===== config.mk =====
export PLATFORM = sky130hd
export DESIGN_NAME = spi_cs_arbiter
export DESIGN_NICKNAME = d
export VERILOG_FILES = /design/src/rtl/spi_cs_arbiter.sv
export SDC_FILE = /design/constraint.sdc
export NUM_CORES = 1
export LEC_CHECK = 0
export BUFFER_PORTS_ARGS = -buffer_cell sky130_fd_sc_hd__buf_2
export CAP_MARGIN = 15
export CORE_MARGIN = 5
export CORE_UTILIZATION = 59
export CTS_BUF_LIST = sky130_fd_sc_hd__clkbuf_4
export CTS_CLUSTER_DIAMETER = 120
export DETAILED_ROUTE_END_ITERATION = 16
export PLACE_DENSITY = 0.83
export REMOVE_ABC_BUFFERS = 1
export SYNTH_ARGS = -nofsm -noshare
export SYNTH_HDL_FRONTEND = slang
export SYNTH_SLANG_ARGS = --single-unit

===== constraint.sdc =====
create_clock -name clk_i -period 4 [get_ports clk_i]
set_input_delay 0 -clock clk_i [delete_from_list [all_inputs] [get_ports clk_i]]
set_output_delay 0 -clock clk_i [all_outputs]
set_load 0.02 [all_outputs]

===== src/rtl/spi_cs_arbiter.sv =====
`default_nettype none
// ============================================================================
// Module      : spi_cs_arbiter
// Description : Round-robin arbiter handing one SPI host to NReq requesters,
//               with a one-cycle CS setup, enforced CS gap and owner timeout.
// Revision    : 1.0 - initial release
// ============================================================================
module spi_cs_arbiter #(
  parameter int NReq          = 4,
  parameter int GapCycles     = 2,
  parameter int TimeoutCycles = 1023
) (
  input  logic            clk_i,
  input  logic            rst_i,
  input  logic [NReq-1:0] req_i,
  input  logic [NReq-1:0] done_i,
  output logic [NReq-1:0] gnt_o,
  output logic [NReq-1:0] cs_no,
  output logic            busy_o,
  output logic [2:0]      owner_o,
  output logic            timeout_o
);

  localparam int c_tmo_w = (TimeoutCycles > 0) ? $clog2(TimeoutCycles + 1) : 1;
  localparam int c_gap_w = (GapCycles > 1) ? $clog2(GapCycles) : 1;
  localparam logic [c_tmo_w-1:0] c_tmo_last =
    c_tmo_w'((TimeoutCycles > 0) ? TimeoutCycles - 1 : 0);
  localparam logic [c_gap_w-1:0] c_gap_last =
    c_gap_w'((GapCycles > 0) ? GapCycles - 1 : 0);

  typedef enum logic [1:0] {
    IDLE  = 2'd0,
    SETUP = 2'd1,
    OWN   = 2'd2,
    GAP   = 2'd3
  } state_t;

  localparam state_t c_rel_state = (GapCycles == 0) ? IDLE : GAP;
  localparam logic   c_rel_busy  = (GapCycles != 0);

  state_t              r_state;
  logic [2:0]          r_owner;
  logic [c_tmo_w-1:0]  r_tcnt;
  logic [c_gap_w-1:0]  r_gcnt;
  logic [NReq-1:0]     r_gnt;
  logic [NReq-1:0]     r_cs_n;
  logic                r_busy;
  logic                r_timeout;

  logic [NReq-1:0]     w_own_oh;
  logic                w_own_req;
  logic                w_own_done;
  logic                w_tmo_hit;
  logic                w_release;
  logic [2:0]          w_win;
  logic [NReq-1:0]     w_win_oh;
  int                  w_best;

  always_comb begin
    w_own_oh = '0;
    for (int i = 0; i < NReq; i++) begin
      w_own_oh[i] = (r_owner == 3'(i));
    end
  end

  assign w_own_req  = |(req_i & w_own_oh);
  assign w_own_done = |(done_i & w_own_oh);
  // The counter reaching TimeoutCycles-1 here means this edge closes the
  // TimeoutCycles-th owned cycle.
  assign w_tmo_hit  = (TimeoutCycles != 0) && (r_tcnt == c_tmo_last);
  assign w_release  = w_own_done || !w_own_req || w_tmo_hit;

  // Winner is the requester at the smallest upward distance from owner+1.
  always_comb begin
    w_win    = r_owner;
    w_win_oh = '0;
    w_best   = NReq;
    for (int i = 0; i < NReq; i++) begin
      if (req_i[i] && (((i + NReq - 1 - int'(r_owner)) % NReq) < w_best)) begin
        w_best      = (i + NReq - 1 - int'(r_owner)) % NReq;
        w_win       = 3'(i);
        w_win_oh    = '0;
        w_win_oh[i] = 1'b1;
      end
    end
  end

  always_ff @(posedge clk_i) begin
    if (rst_i) begin
      r_state   <= IDLE;
      r_owner   <= 3'(NReq - 1);
      r_tcnt    <= '0;
      r_gcnt    <= '0;
      r_gnt     <= '0;
      r_cs_n    <= '1;
      r_busy    <= 1'b0;
      r_timeout <= 1'b0;
    end else begin
      r_timeout <= 1'b0;
      case (r_state)
        IDLE: begin
          if (|req_i) begin
            r_state <= SETUP;
            r_owner <= w_win;
            r_cs_n  <= ~w_win_oh;
            r_busy  <= 1'b1;
          end
        end
        SETUP: begin
          if (!w_own_req) begin
            r_state <= c_rel_state;
            r_cs_n  <= '1;
            r_busy  <= c_rel_busy;
            r_gcnt  <= '0;
          end else begin
            r_state <= OWN;
            r_gnt   <= w_own_oh;
            r_tcnt  <= '0;
          end
        end
        OWN: begin
          if (w_release) begin
            r_state   <= c_rel_state;
            r_gnt     <= '0;
            r_cs_n    <= '1;
            r_busy    <= c_rel_busy;
            r_gcnt    <= '0;
            // Only a release caused purely by the counter is reported.
            r_timeout <= w_tmo_hit && !w_own_done && w_own_req;
          end else if (TimeoutCycles != 0) begin
            r_tcnt <= r_tcnt + 1'b1;
          end
        end
        GAP: begin
          if (r_gcnt == c_gap_last) begin
            r_state <= IDLE;
            r_busy  <= 1'b0;
          end else begin
            r_gcnt <= r_gcnt + 1'b1;
          end
        end
        default: begin
          r_state <= IDLE;
          r_gnt   <= '0;
          r_cs_n  <= '1;
          r_busy  <= 1'b0;
        end
      endcase
    end
  end

  assign gnt_o     = r_gnt;
  assign cs_no     = r_cs_n;
  assign busy_o    = r_busy;
  assign owner_o   = r_owner;
  assign timeout_o = r_timeout;

endmodule
`default_nettype wire


* Yosys cells after proc, flatten, opt, wreduce, memory -nomap -nowiden
Index checks and enable logic that the tools add are counted.
Widths: inputs -> output; s select.
** Cells by class
- Reductions and logical operators :: 31
- Mux-type cells :: 35
- $add $sub $neg :: 6
- Bitwise logic cells :: 9
- Equal/unequal tests :: 13
- Magnitude comparators :: 4
** Operator list (number)
- $lt 3x32->1 :: 3
- $mux 32 :: 3
- $mux 4 :: 8
- $mux 10 :: 2
- $pmux 10 s2 :: 1
- $reduce_and 3->1 :: 5
- $mux 3 :: 4
- $ne 2x2->1 const B :: 6
- $pmux 4 s3 :: 1
- $reduce_or 4->1 :: 3
- $sub 3x3->4 const A :: 3
- $add 10x1->10 const B :: 1
- $eq 10x10->1 const B :: 1
- $mux 1 :: 9
- $and 4x4->4 :: 2
- $pmux 2 s4 :: 1
- $pmux 4 s2 :: 1
- $reduce_and 4->1 :: 2
- $reduce_or 2->1 :: 4
- $eq 3x2->1 const B :: 2
- $logic_and 1x1->1 :: 6
- $mux 2 :: 3
- $reduce_bool 3->1 :: 2
- $and 1x1->1 :: 4
- other kinds (17) :: 21
** Word-level totals
- Word-level logic and storage cells :: 106
- Bits in registers :: 26
- Output and inout port bits :: 13

* Depth between registers and ports, before layout
Gate-level depths: netlist of run 1.
- Word-level depth :: 18
- Gate-level depth with buffers :: 17

* Worst setup path before layout of run 1
No wires, ideal clock.
- Path kind :: register -> register
- From :: reg r_owner[0] (netlist: owner_o[0])
- To :: reg r_cs_n[2] (netlist: cs_no[2])
- Stages on the path, launching flop included :: 18
- Buffers on the path :: 0
- Setup time :: 0.121 ns
- Setup slack :: 0.273 ns
- Arrival :: 3.606 ns
- Clock period less this slack :: 3.727 ns
- Data required time :: 3.879 ns
- Path through :: dfxtp_1 -> inv_1 -> ha_1 -> ha_1 -> a21oi_1 -> o21ai_0 -> nor2_1 -> a31oi_1 -> ha_1 -> o22ai_1 -> a41o_1 -> and2_1 -> mux2_2 -> ha_1 -> nand3_1 -> a21oi_1 -> and4_1 -> o21ai_1
** Between the ends
- Longest elaborated chain between the ends :: 18
- Elaborated cells between the ends (all ways) :: 42
** RTL lines
- start, declared :: RTL line 42 : logic [2:0] r_owner;
- start signal, assigned :: RTL line 91 : r_owner <= 3'(NReq - 1);
- start signal, assigned :: RTL line 104 : r_owner <= w_win;
- $sub 2x3->4 :: RTL line 79, 80
- $reduce_or 2->1 (no line)
- $and 1x1->1 (no line)
- $lt 3x4->1 :: RTL line 79 : if (req_i[i] && (((i + NReq - 1 - int'(r_owner)) % NReq) < w_best)) begin
- $logic_and 1x1->1 :: RTL line 79
- $mux 32 :: RTL line 79
- $lt 3x32->1 :: RTL line 79
- $logic_and 1x1->1 :: RTL line 79
- [2 not listed]
- $logic_and 1x1->1 :: RTL line 79
- $mux 32 :: RTL line 79
- $lt 3x32->1 :: RTL line 79
- $logic_and 1x1->1 :: RTL line 79
- $mux 4 :: RTL line 79
- $not 4->4 :: RTL line 105 : r_cs_n <= ~w_win_oh;
- $mux 4 :: RTL line 102 : if (|req_i) begin
- $pmux 4 s3 :: RTL line 100 : case (r_state)
- end signal, assigned :: RTL line 105
- end, declared :: RTL line 46 : logic [NReq-1:0] r_cs_n;
Several ways; a longest one is shown, not always the timed one. The select of a mux whose other input is x is not followed.
A chain may end at the register's enable or synchronous reset.

* Final worst setup path of run 1
- From :: reg r_owner[1] (netlist: owner_o[1])
- To :: reg r_cs_n[0] (netlist: cs_no[0])
The elaborated chain is that of the path after synthesis.

==> flow_summary.json, run 1 <==
{
  "drcViolationCount": 0,
  "initial_core_util": 0.608,
  "p_clk_frac": 0.109,
  "critPathArrivalTime_ns": 4.00,
  "drv_cap": 0,
  "fin_ws_ns": 0.240,
  "finalPower_mw": 1.11,
  "grt_pass1_vias": 1501,
  "reg2reg_depth": 17,
  "clk_latency_ns": 0.34,
  "final_cell_mix": "dfxtp_1 (25), buf_2 (21), nand2_1 (14), a21oi_1 (14), inv_1 (14)",
  "crit_chain": "inv_1 > ha_1 > ha_1 > a21oi_1 > o21ai_2 > nor2_1 > a31oi_2 > ha_1 > o22ai_1 > a41o_1 > and2_1 > mux2_2 > ha_1 > nand3_1 > a21oi_1 > and4_1 > o21ai_1",
  "dp_hpwl_um": 2960,
  "die_h_um": 62.8,
  "slew_headroom": 0.626,
  "synth_seq_cells": 25,
  "fin_tns_setup_ns": 0,
  "yosysTopAreaCell": "dfxtp_1",
  "place_ws_ns": 0.222,
  "drv_slew": 0,
  "grt_pass1_wl_um": 6780,
  "p_leak_nw": 0.769,
  "fp.dieW_um": 62.8,
  "combinationalPowerShare": 0.598,
  "gp_congestion": 0.831,
  "min_period_ns": 3.76,
  "drt_iter0_markers": 114,
  "rows": 19,
  "synth_cell_types": 49,
  "synth.avg_cell_area_um2": 8.58,
  "finalClockSkew_ns": 0.00432,
  "drtPass1Iterations": 4,
  "cts_root_buffer": "clkbuf_4",
  "required_ns": 4.24,
  "end_kind": "register",
  "syn2layout_area_growth_pct": 10.4,
  "crit_top_cell": "ha_1",
  "grt_max_degree": 21,
  "seq_power_share": 0.292,
  "slowest_stage": "dfxtp_1",
  "dieArea_mm2": 0.00395,
  "slowest_delay_ns": 0.36,
  "clk_pin_slew_ns": 0.14,
  "worstMarginPinSlew_ns": 0.556,
  "fillCellCount": 215,
  "p_sw_mw": 0.515,
  "startpoint_type": "register",
  "clock_path_buffers": 2,
  "numClockSinks": 25,
  "cp_max_fo": 5,
  "route.vias.total": 1547,
  "synth-edff-count": 0,
  "diodes": 0,
  "antenna_found_initial": 0,
  "crit_type": "reg2reg",
  "grt_overflow": 0,
  "multiInputGateArea_mm2": 0.00107,
  "ant_nets": 0,
  "numCtsBuffers": 3,
  "ir_drop_mv": 0.429,
  "final_common_cell": "dfxtp_1",
  "layout.nets": 237,
  "wl_um": 3980,
  "io_buffers": 21,
  "io_pins": 23,
  "power_density_mw_per_mm2": 612,
  "postLayoutCellArea_mm2": 0.00182,
  "seq_area_um2": 500,
  "finalSetupViolations": 0,
  "hold_class": "in2reg",
  "finalHoldViolCount": 0,
  "syn_inst": 192,
  "worstSetupStartpoint": "owner_o[1]$_SDFFE_PP1P_",
  "vias_per_cell": 6.34,
  "r2r_end": "cs_no[0]$_SDFFE_PP1P_",
  "grtUsageTotal": 0.205,
  "swShare": 0.463,
  "max_freq_mhz": 266,
  "whs_ns": 0.0301,
  "cts_htree_levels": 1,
  "internal_power_mw": 0.597,
  "async_reset_ff_frac": 0,
  "fin_crit_sh": 0.940,
  "rr_startpoint": "owner_o[1]$_SDFFE_PP1P_",
  "synth.area.top_cells": "dfxtp_1 (30%), ha_1 (9.9%), mux2i_1 (6.1%), a21oi_1 (4.6%), inv_1 (3.2%)",
  "core_area_mm2": 0.00271,
  "cp-endpoint": "cs_no[0]$_SDFFE_PP1P_",
  "drive_gt1_frac": 0.183,
  "postPlaceCellArea_mm2": 0.00177,
  "syn_area_mm2": 0.00165,
  "cts_tree": "yes",
  "synthFlopType": "dfxtp_1",
  "wire_per_inst_um": 16.3,
  "reg2reg_slack_ns": 0.24,
  "cts_setup_buffers": 0,
  "yosysWarnings": 0,
  "yosysSeqAreaShare": 0.304,
  "outcome": "finished, final reports clean",
  "synth_top_cell_area_share": 0.304
}
-- worst min-delay path by stage --
stage | start | end | slack (ns) | cells past startpoint
3_3_place_gp | done_i[2] | timeout_o$_SDFF_PP0_ | 0.36 | 4
5_1_grt | rst_i | gnt_o[2]$_SDFFE_PP0P_ | 0.03 | 2
3_5_place_dp | done_i[2] | timeout_o$_SDFF_PP0_ | 0.36 | 4
4_1_cts | rst_i | gnt_o[2]$_SDFFE_PP0P_ | 0.03 | 2
6_report | rst_i | gnt_o[2]$_SDFFE_PP0P_ | 0.03 | 2
2_1_floorplan | rst_i | busy_o$_SDFFE_PP0P_ | 0.07 | 1
-- through the flow --
stage          utilization  instances
5_1_grt              0.671        244
2_1_floorplan            -        185
3_3_place_gp         0.652        239
4_1_cts              0.666        244
6_report             0.671        244
3_5_place_dp         0.652        239
-- layer usage --
metal / part of all wire / vias up / GRT usage
met4: 0.012 / 0 / 0.0796
met2: 0.52 / 51 / 0.356
met3: 0.053 / 6 / 0.0396
li1: - / 758 / -
met1: 0.42 / 732 / 0.245
met5: 0 / - / 0
-- power by group through the flow --
stage          combinational, mW  sequential, mW  clock (mW)
2_1_floorplan              0.423           0.380           0
3_3_place_gp               0.611           0.326           0
3_5_place_dp               0.641           0.330           0
4_1_cts                    0.647           0.324       0.122
5_1_grt                    0.725           0.331       0.137
6_report                   0.666           0.325       0.122
-- sequential cells by signal (all words and copies together), names as in the netlist --
register and count:
cs_no 4, r_gcnt 1, owner_o 2, gnt_o 4
timeout_o 1, busy_o 1, r_tcnt 10, r_state 2
-- cells by family (layout without fill, tap and decap cells) --
family / after synthesis / in the layout / synth area share
AND/OR/NAND/NOR: 62 / 62 / 0.201
AO/OA/AOI/OAI: 59 / 59 / 0.271
flip-flops: 25 / 25 / 0.304
buffers and inverters: 21 / 42 / 0.0555
adder cells (fa/ha/maj): 13 / 13 / 0.0988
multiplexers: 11 / 11 / 0.0676
other: 1 / 1 / 0.00228
-- Yosys cell counts, types with 2 or more instances --
cell type,n
or4_1,2
mux2i_1,10
inv_1,14
nand2_1,14
a21oi_1,15
dfxtp_1,25
o21a_1,2
nor2b_1,5
or3_1,6
a31oi_1,2
nor4_1,2
nor2_1,11
o21ai_1,2
ha_1,13
and3_1,3
nand3b_1,2
o2111ai_1,3
o31ai_1,3
o21ai_0,9
and4_1,2
and2_1,2
clkbuf_1,4
a21boi_4,2
a22oi_1,2
a211oi_1,3
a21boi_0,3
nand3_1,9
-- layout make-up --
class / count / share of cell area
clock buffers: 3 / 0.0124
clock inverters: 1 / 0.00275
inverters: 14 / 0.0289
multi-input cells: 146 / 0.588
flip-flops and latches: 25 / 0.275
well taps: 31 / 0.0213
repair buffers: 24 / 0.0716
-- what timing repair did --
action	in CTS	in global routing
endpoints found under the setup margin	0	6
hold buffers	1	0
resized for setup	0	4
endpoints found under the hold margin	1	0
-- worst max-delay path: cells and delay by family (launching register included) --
kind	cells	cell delay, ns
muxes	1	0.35
and+or+nand+nor	4	0.62
buffers and inverters	1	0.10
AOI/OAI and AO/OA	7	0.97
adders and majority gates	4	1.25
DFF	1	0.36
No activity file was read; power rests on OpenSTA's default activity.
==> run 2: changes to the inputs <==
clock period = 4.62 ns   (was 4 ns; I/O delays follow)
==> run 2 against run 1 <==
Flip-flop and latch count stayed put. Design area is 1.4% lower. Via count is 3.7% lower. Highest routed layer unchanged. Hold slack better by 0.0074 ns. Maximum frequency is 7.7% lower. Utilization is 0.97 points lower. Global-route usage is 1.5 points lower. Die area stayed put. Final cell count is 0.82% lower. First-iteration DRC count is 5.3% lower.
==> flow_summary.json, run 2 (same netlist as run 1, synthesis figures left out) <==
{
  "cp_max_fo": 9,
  "wl_um": 3710,
  "clk_latency_ns": 0.32,
  "rr_startpoint": "owner_o[0]$_SDFFE_PP1P_",
  "required_ns": 4.84,
  "r2r_end": "owner_o[1]$_SDFFE_PP1P_",
  "hold_class": "in2reg",
  "critPathArrivalTime_ns": 4.29,
  "grt_overflow": 0,
  "fp.dieW_um": 62.8,
  "numCtsBuffers": 3,
  "max_freq_mhz": 245,
  "hold_path_startpoint": "rst_i",
  "end_kind": "register",
  "rows": 19,
  "grt_pass1_wl_um": 6370,
  "antenna_found_initial": 0,
  "cts_setup_buffers": 0,
  "p_leak_nw": 0.754,
  "cts_htree_levels": 1,
  "drv_slew": 0,
  "fin_crit_sh": 0.882,
  "cts.repair.resized": 0,
  "holdPathStages": 2,
  "startpoint_type": "register",
  "gp_congestion": 0.818,
  "utilization": 0.661,
  "cts_root_buffer": "clkbuf_4",
  "finalClockSkew_ns": 0.0171,
  "clk_pin_slew_ns": 0.15,
  "ir_drop_mv": 0.348,
  "drive_gt1_frac": 0.161,
  "finalHoldViolCount": 0,
  "ant_nets": 0,
  "cp_top_family": "compound AO/OA/AOI/OAI gates",
  "drt_iter0_markers": 108,
  "crit_buf_inv": 1,
  "min_period_ns": 4.07,
  "place_ws_ns": 0.607,
  "grtUsageTotal": 0.189,
  "cts_tree": "yes",
  "reg2reg_slack_ns": 0.55,
  "io_pins": 23,
  "layout.nets": 235,
  "wire_per_inst_um": 15.3,
  "drv_cap": 0,
  "crit_chain": "inv_1 > ha_1 > ha_1 > a21oi_1 > o21ai_0 > nor2_1 > a31oi_1 > ha_1 > o22ai_1 > a41o_1 > and2_1 > mux2_2 > ha_1 > o2111ai_1 > a211oi_1 > o21ai_0",
  "largest_reg_flops": 10,
  "drtPass1Iterations": 4,
  "fin_ws_ns": 0.546,
  "final_cell_mix": "dfxtp_1 (25), buf_2 (21), a21oi_1 (15), nand2_1 (14), inv_1 (14)",
  "numClockSinks": 25,
  "die_h_um": 62.8,
  "finalSetupViolations": 0,
  "syn2layout_area_growth_pct": 8.81,
  "whs_ns": 0.0376,
  "drcViolationCount": 0,
  "vias_per_cell": 6.15,
  "fin_tns_setup_ns": 0,
  "top_register": "r_tcnt",
  "slowest_stage": "dfxtp_1",
  "grt_max_degree": 21,
  "outcome": "finished, final reports clean",
  "holdPathEnd": "r_gcnt$_SDFFE_PP0P_",
  "reg2reg_depth": 16,
  "core_area_mm2": 0.00271,
  "io_buffers": 21,
  "power_density_mw_per_mm2": 517,
  "finalPower_mw": 0.927,
  "crit_type": "reg2reg",
  "worstMarginPinSlew_ns": 0.631,
  "crit_top_cell": "ha_1",
  "slowest_delay_ns": 0.55,
  "clock_path_buffers": 2,
  "rsz0062_at_grt": "no",
  "dieArea_mm2": 0.00395,
  "initial_core_util": 0.608,
  "grt_pass1_vias": 1454,
  "diodes": 0,
  "final_common_cell": "dfxtp_1",
  "slew_headroom": 0.576,
  "dp_hpwl_um": 2890,
  "route.vias.total": 1489
}
run 2: cell types whose count changed in the layout (fill, tap and decap cells not counted):
| cell | delta |
|---|---|
| buf_4 | -2 |
| a21oi_1 | +1 |
| a21oi_2 | -1 |
| a31oi_1 | +1 |
| a31oi_2 | -1 |
| clkinv_2 | -1 |
| clkinvlp_4 | +1 |
| o21ai_0 | +1 |
| o21ai_2 | -1 |
run 2: through the flow:
stage	instance area, µm²	cells
global placement	1750	237
floorplan	1610	185
finish	1790	242
detailed placement	1750	237
global route	1790	242
CTS	1790	242
run 2: per-layer routing:
layer  routed length (µm)  global-route usage
met1                 1590               0.233
met2                 1940               0.341
met3                  141              0.0306
met4                   27              0.0424
met5                    0                   0
run 2: worst register-to-register path: cells and delay by family (launching register included):
family / cells / cell delay, ns
compound gates: 8 / 1.46
flops: 1 / 0.55
buf+inv: 1 / 0.14
simple gates: 2 / 0.27
fa+ha+maj: 4 / 1.20
mux: 1 / 0.35
run 2: layout make-up:
class	count	area, µm²
Clock inverter	1	7.51
Timing Repair Buffer	22	115
Fill cell	227	918
Multi-Input combinational cell	146	1050
Inverter	14	52.6
Sequential cell	25	500
Clock buffer	3	22.5
Tap cell	31	38.8
run 2: power breakdown:
part	switching, mW	leakage (nW)	internal [mW]
Combinational	0.321	0.537	0.215
Sequential	0.0352	0.203	0.256
Clock	0.0671	0.0139	0.0331
Total	0.423	0.754	0.504
run 2: worst max path at each step:
| stage | from | end | slack [ns] | cells past startpoint |
|---|---|---|---|---|
| global route | owner_o[0]$_SDFFE_PP1P_ | owner_o[1]$_SDFFE_PP1P_ | 0.23 | 16 |
| finish | owner_o[0]$_SDFFE_PP1P_ | owner_o[1]$_SDFFE_PP1P_ | 0.55 | 16 |
| detailed placement | owner_o[0]$_SDFFE_PP1P_ | owner_o[1]$_SDFFE_PP1P_ | 0.61 | 16 |
| CTS | owner_o[0]$_SDFFE_PP1P_ | owner_o[1]$_SDFFE_PP1P_ | 0.58 | 16 |
| floorplan | owner_o[0]$_SDFFE_PP1P_ | cs_no[2]$_SDFFE_PP1P_ | 0.89 | 17 |
| global placement | owner_o[0]$_SDFFE_PP1P_ | cs_no[2]$_SDFFE_PP1P_ | 0.82 | 17 |
run 2: what timing repair did:
item	4_1_cts	5_1_grt
endpoints found under the hold margin	1	0
hold buffers	1	0
setup endpoints to repair	0	0
